[src/rtl/muldiv_sequencer.sv]
// muldiv_sequencer: 26-bit signed multiply/divide sequencer, one operand bit per cycle, 28 cycles per operation
module muldiv_sequencer (
    input  logic        CLK,
    input  logic        nRST,
    input  logic [25:0] DB_IN,
    output logic [25:0] DB_OUT,
    output logic        DB_OE,
    input  logic        LDX,
    input  logic        LDY,
    input  logic        LDZ,
    input  logic        MD_START,
    input  logic        IS_DIV,
    input  logic        MD_RST,
    input  logic        OUTPUT_PQ,
    output logic        MD_IS_ACTIVE,
    output logic        DIV_ZERO
);
    typedef enum logic [1:0] {IDLE, SETUP, ITER, FIX} state_t;
    state_t      state_q, state_d;
    logic [25:0] x_q, x_d, y_q, y_d, z_q, z_d, pq_q, pq_d, op_q, op_d;
    logic [51:0] acc_q, acc_d;
    logic [4:0]  cnt_q, cnt_d;
    logic        is_div_q, is_div_d, neg_q, neg_d, dz_q, dz_d, active_q, active_d;
    logic [25:0] abs_x, abs_a, res;
    logic [26:0] trial, diff, sum;

    // acc holds {high product, multiplier} for multiply and {remainder, quotient} for divide
    always_comb begin
        abs_x    = x_q[25] ? -x_q : x_q;
        abs_a    = is_div_q ? (z_q[25] ? -z_q : z_q) : (y_q[25] ? -y_q : y_q);
        trial    = acc_q[51:25];
        diff     = trial - {1'b0, op_q};
        sum      = {1'b0, acc_q[51:26]} + (acc_q[0] ? {1'b0, op_q} : 27'd0);
        res      = neg_q ? -acc_q[25:0] : acc_q[25:0];
        state_d  = state_q;
        x_d      = x_q;
        y_d      = y_q;
        z_d      = z_q;
        pq_d     = pq_q;
        op_d     = op_q;
        acc_d    = acc_q;
        cnt_d    = cnt_q;
        is_div_d = is_div_q;
        neg_d    = neg_q;
        dz_d     = dz_q;
        if (MD_RST) begin
            state_d = IDLE;
            pq_d    = '0;
            dz_d    = 1'b0;
            cnt_d   = '0;
            acc_d   = '0;
        end else begin
            case (state_q)
                IDLE: begin
                    x_d = LDX ? DB_IN : x_q;
                    y_d = LDY ? DB_IN : y_q;
                    z_d = LDZ ? DB_IN : z_q;
                    if (MD_START) begin
                        is_div_d = IS_DIV;
                        state_d  = SETUP;
                    end
                end
                SETUP: begin
                    op_d    = abs_x;
                    acc_d   = {26'd0, abs_a};
                    neg_d   = x_q[25] ^ (is_div_q ? z_q[25] : y_q[25]);
                    cnt_d   = '0;
                    state_d = ITER;
                end
                ITER: begin
                    acc_d   = is_div_q ? (trial >= {1'b0, op_q} ? {diff[25:0], acc_q[24:0], 1'b1}
                                                               : {acc_q[50:0], 1'b0})
                                       : {sum, acc_q[25:1]};
                    cnt_d   = cnt_q + 5'd1;
                    state_d = (cnt_q == 5'd25) ? FIX : ITER;
                end
                default: begin
                    pq_d    = (is_div_q && x_q == '0) ? 26'h1FFFFFF : res;
                    dz_d    = is_div_q && x_q == '0;
                    state_d = IDLE;
                end
            endcase
        end
        active_d = state_d != IDLE;
    end

    always_ff @(posedge CLK or negedge nRST) begin
        if (!nRST) begin
            state_q  <= IDLE;
            x_q      <= '0;
            y_q      <= '0;
            z_q      <= '0;
            pq_q     <= '0;
            op_q     <= '0;
            acc_q    <= '0;
            cnt_q    <= '0;
            is_div_q <= 1'b0;
            neg_q    <= 1'b0;
            dz_q     <= 1'b0;
            active_q <= 1'b0;
        end else begin
            state_q  <= state_d;
            x_q      <= x_d;
            y_q      <= y_d;
            z_q      <= z_d;
            pq_q     <= pq_d;
            op_q     <= op_d;
            acc_q    <= acc_d;
            cnt_q    <= cnt_d;
            is_div_q <= is_div_d;
            neg_q    <= neg_d;
            dz_q     <= dz_d;
            active_q <= active_d;
        end
    end

    assign MD_IS_ACTIVE = active_q;
    assign DIV_ZERO     = dz_q;
    assign DB_OE        = OUTPUT_PQ & ~active_q & nRST;
    assign DB_OUT       = DB_OE ? pq_q : '0;
endmodule

[config.mk]
export PLATFORM = sky130hd
export DESIGN_NAME = muldiv_sequencer
export DESIGN_NICKNAME = d
export VERILOG_FILES = /design/src/rtl/muldiv_sequencer.sv
export SDC_FILE = /design/constraint.sdc
export NUM_CORES = 1
export LEC_CHECK = 0
export BUFFER_PORTS_ARGS = -buffer_cell sky130_fd_sc_hd__buf_2
export CAP_MARGIN = 5
export CORE_MARGIN = 8
export CORE_UTILIZATION = 45
export DETAILED_ROUTE_END_ITERATION = 10
export PLACE_DENSITY = 0.65
export SLEW_MARGIN = 25
export SYNTH_ARGS = -nofsm -noshare
export SYNTH_HDL_FRONTEND = slang
export SYNTH_SLANG_ARGS = --single-unit
[constraint.sdc]
create_clock -name CLK -period 4.52 [get_ports CLK]
set_input_delay 0.452 -clock CLK [delete_from_list [all_inputs] [get_ports CLK]]
set_output_delay 0.452 -clock CLK [all_outputs]
set_load 0.005 [all_outputs]
==> flow_metrics.tcl <==
set metrics [dict create \
    status "finished, final reports clean" \
    cp_max_fo 11 \
    p_comb_frac 0.423 \
    core_um2 29600 \
    power_switching_mw 3.08 \
    worst_pin_slew_ns 0.934 \
    drv_slew 0 \
    postCtsSetupBuffers 0 \
    cpMostUsedCell "a31oi_1" \
    cpPeakStageDelay_ns 0.58 \
    gr-usage-all-layers 0.206 \
    relSlewSlack 0.377 \
    synthCells 1488 \
    crit_required_ns 4.83 \
    grt_pass1_vias 11300 \
    synth.top_cell.area_share 0.357 \
    startpoint_type "register" \
    netlist_area_um2 13500 \
    drive_gt1_frac 0.151 \
    synth-seq-cells 193 \
    worst-setup-path-type "register to register" \
    antenna_cells 0 \
    worstHoldPathType "input pin to register" \
    vias 11400 \
    die_y_um 189 \
    finalCritPeriodShare 0.825 \
    power_mw 7.34 \
    synth_flop_cell "dfrtp_1" \
    met1_length_mm 17.9 \
    detail-route-antenna-nets 0 \
    grt_pass1_wl_mm 60.3 \
    p_leak_nw 6.52 \
    swShare 0.420 \
    synth_edf_count 0 \
    cts_resized 0 \
    grt_max_degree 67 \
    rsz0062_at_grt "no" \
    htree_num_levels 4 \
    fin_tns_setup_ns 0 \
    nets 1604 \
    seq_power_share 0.365 \
    cts.clk_slew.worst_paths_ns 0.08 \
    hold_violations 0 \
    synth_top_area_cell "dfrtp_1" \
    place_hpwl_mm 27.1 \
    yosysUniqueCellTypes 68 \
    start_util 0.457 \
    regArea_um2 4830 \
    areaGrowthSynthToFinish_pct 9.28 \
    die_x_um 189 \
    synthArstFlopShare 1.00 \
    setup-violations-final 0 \
    ys_top_cells_by_area "dfrtp_1 36%, mux2_2 6.7%, ha_1 5.7%" \
    met3WireLength_mm 1.74 \
    ys_seq_area_frac 0.357 \
    max_cap_viol_count 0 \
    root_buffer "clkbuf_16" \
    first_iter_violations 910 \
    fillerInstances 2868 \
    max_freq_mhz 268 \
    cts_made_buffers 17 \
    firstDrtPassIters 5 \
    highest_layer "met4" \
    clock-sinks 193 \
    ys_warn_count 0 \
    pwr-share-clk 0.212 \
    drc 0 \
    endpoint_kind "register" \
    io_buffers 63 \
    peakVddDrop_mv 0.367 \
    wl_per_cell_um 19.3 \
    multi_input_area_um2 8190 \
    antenna_found_initial 0 \
    routed_wirelength_mm 36.9 \
    syn_area_per_cell_um2 9.10 \
    top_level_ports 64 \
    met2RoutedLength_mm 16.6 \
    cts_tree "done" \
    ctsHoldBuffers 1 \
    p_per_area_nw_per_um2 496 \
    rows 63 \
    cp.arrival_ns 4.04 \
    clk_latency_ns 0.45 \
    cpMaxStageDelayCell "or4_1" \
    overflow 0 \
    p_int_mw 4.26 \
    finalCriticalPeriod_ns 3.73 \
    crit_chain "inv_2, nor2_1, ha_1, a211oi_1, o21bai_1, o21ai_0, a31oi_1, or4_1, a31oi_1, mux2i_1, o211ai_1" \
    cts_buffer_depth 2 \
    viasPerCell 5.97 \
    die_area_um2 35900 \
    fin_skew_ns 0.0144 \
    gp_congestion 0.930 \
    syn_nets 1587 \
]
sequential cells by signal, summed over array words and instances (netlist names):
register	cells
DIV_ZERO	1
MD_IS_ACTIVE	1
acc_q	52
cnt_q	5
is_div_q	1
neg_q	1
op_q	26
pq_q	26
state_q	2
x_q	26
y_q	26
z_q	26
final timing paths:
| kind | startpoint | end | slack (ns) | cells after the start |
|---|---|---|---|---|
| min in group asynchronous | nRST | z_q[20]$_DFFE_PN0P_ | 0.53 | 2 |
| setup / recovery | acc_q[0]$_DFFE_PN0P_ | acc_q[48]$_DFFE_PN0P_ | 0.79 | 11 |
| hold reg to reg | op_q[16]$_DFFE_PN0P_ | op_q[16]$_DFFE_PN0P_ | 0.48 | 2 |
| max in group asynchronous | nRST | pq_q[25]$_DFFE_PN0P_ | 2.37 | 4 |
| setup reg to reg | acc_q[0]$_DFFE_PN0P_ | acc_q[48]$_DFFE_PN0P_ | 0.79 | 11 |
| hold / removal | IS_DIV | is_div_q$_DFFE_PN0P_ | 0.23 | 2 |
cells in the final DEF, fill, tap and decap left out, types with 19 or more instances in the layout:
master / count
mux2_2: 81
nand2_1: 116
a211oi_1: 39
xnor2_1: 64
and2_1: 31
nand3_1: 20
a311oi_1: 20
xor2_1: 65
mux2i_1: 46
a21oi_1: 64
buf_2: 62
nor3_1: 19
dfrtp_1: 192
inv_1: 52
o31ai_1: 28
ha_1: 62
a21o_1: 23
o21ai_0: 107
buf_4: 21
nor2_1: 118
synth_stat cells, types with 4 or more instances:
| library cell | count |
|---|---|
| and3_1 | 6 |
| nand2_1 | 118 |
| a31o_2 | 4 |
| or4_1 | 17 |
| or3_1 | 15 |
| nand4_1 | 14 |
| xnor2_1 | 64 |
| a22oi_1 | 11 |
| nor2b_1 | 13 |
| or2_2 | 12 |
| a21boi_0 | 4 |
| dfrtp_1 | 193 |
| nor2_1 | 120 |
| o31a_1 | 7 |
| a221oi_1 | 6 |
| o21bai_1 | 8 |
| mux2_2 | 81 |
| o21a_1 | 7 |
| xor2_1 | 65 |
| ha_1 | 62 |
| nand3_1 | 20 |
| a31oi_1 | 10 |
| clkbuf_1 | 79 |
| nor4_1 | 10 |
| o41ai_1 | 17 |
| buf_1 | 5 |
| o221ai_1 | 9 |
| o21ai_0 | 107 |
| o211ai_1 | 10 |
| a211oi_1 | 39 |
| mux2i_1 | 46 |
| o2111ai_1 | 4 |
| nor3_1 | 19 |
| nand3b_1 | 6 |
| a311oi_1 | 20 |
| inv_1 | 52 |
| and2_1 | 31 |
| nand2b_1 | 10 |
| a21oi_1 | 64 |
| o22ai_1 | 9 |
| a21o_1 | 23 |
| o31ai_1 | 28 |
kinds of logic (layout without fill, tap and decap cells):
logic type / after synthesis / in the layout / share of synthesized area
AOI/OAI and AO/OA: 407 / 407 / 0.201
xor gates and xnor gates: 129 / 129 / 0.0835
adders and majority gates: 64 / 64 / 0.0603
buffers and inverters: 141 / 171 / 0.0394
DFF: 193 / 193 / 0.357
muxes: 129 / 129 / 0.105
and+or+nand+nor: 425 / 425 / 0.154
through the flow:
step	cell area [um2]	util	hold WS, ns	instances	worst slack (ns)
3_3_place_gp	14200	0.478	0.442	1875	1.01
6_report	14800	0.499	0.234	1908	0.792
5_1_grt	14800	0.499	0.239	1908	0.670
2_1_floorplan	13500	-	0.156	1488	1.40
3_5_place_dp	14200	0.479	0.443	1875	0.924
4_1_cts	14800	0.499	0.221	1908	0.869
routing by layer:
metal | track usage | vias up
met3 | 0.0287 | 35
met5 | 0 | -
met2 | 0.327 | 293
met4 | 0.0577 | 0
li1 | - | 5473
met1 | 0.289 | 5595
power groups by stage:
| stage | combinational [mW] | clock (mW) | sequential, mW |
|---|---|---|---|
| finish | 3.11 | 1.56 | 2.68 |
| detailed placement | 3.07 | 0 | 2.70 |
| floorplan | 2.44 | 0 | 2.49 |
| global placement | 3.02 | 0 | 2.67 |
| CTS | 3.09 | 1.59 | 2.66 |
| global route | 3.45 | 1.65 | 2.75 |
final cells by class:
type	count	area share
Clock inverter	15	0.0113
Timing Repair Buffer	85	0.0332
Clock buffer	17	0.0288
Tap cell	390	0.0330
Multi-Input combinational cell	1154	0.553
Sequential cell	193	0.327
Inverter	54	0.0137
critical path: cells and delay by family, from the launching register on:
| family | cells | cell delay [ns] |
|---|---|---|
| AO/OA/AOI/OAI | 6 | 1.61 |
| multiplexers | 1 | 0.21 |
| AND/OR/NAND/NOR | 2 | 0.83 |
| flip-flops | 1 | 0.49 |
| adder cells (fa/ha/maj) | 1 | 0.29 |
| buffers and inverters | 1 | 0.17 |
Note: power is estimated with default switching activity, not from simulation.
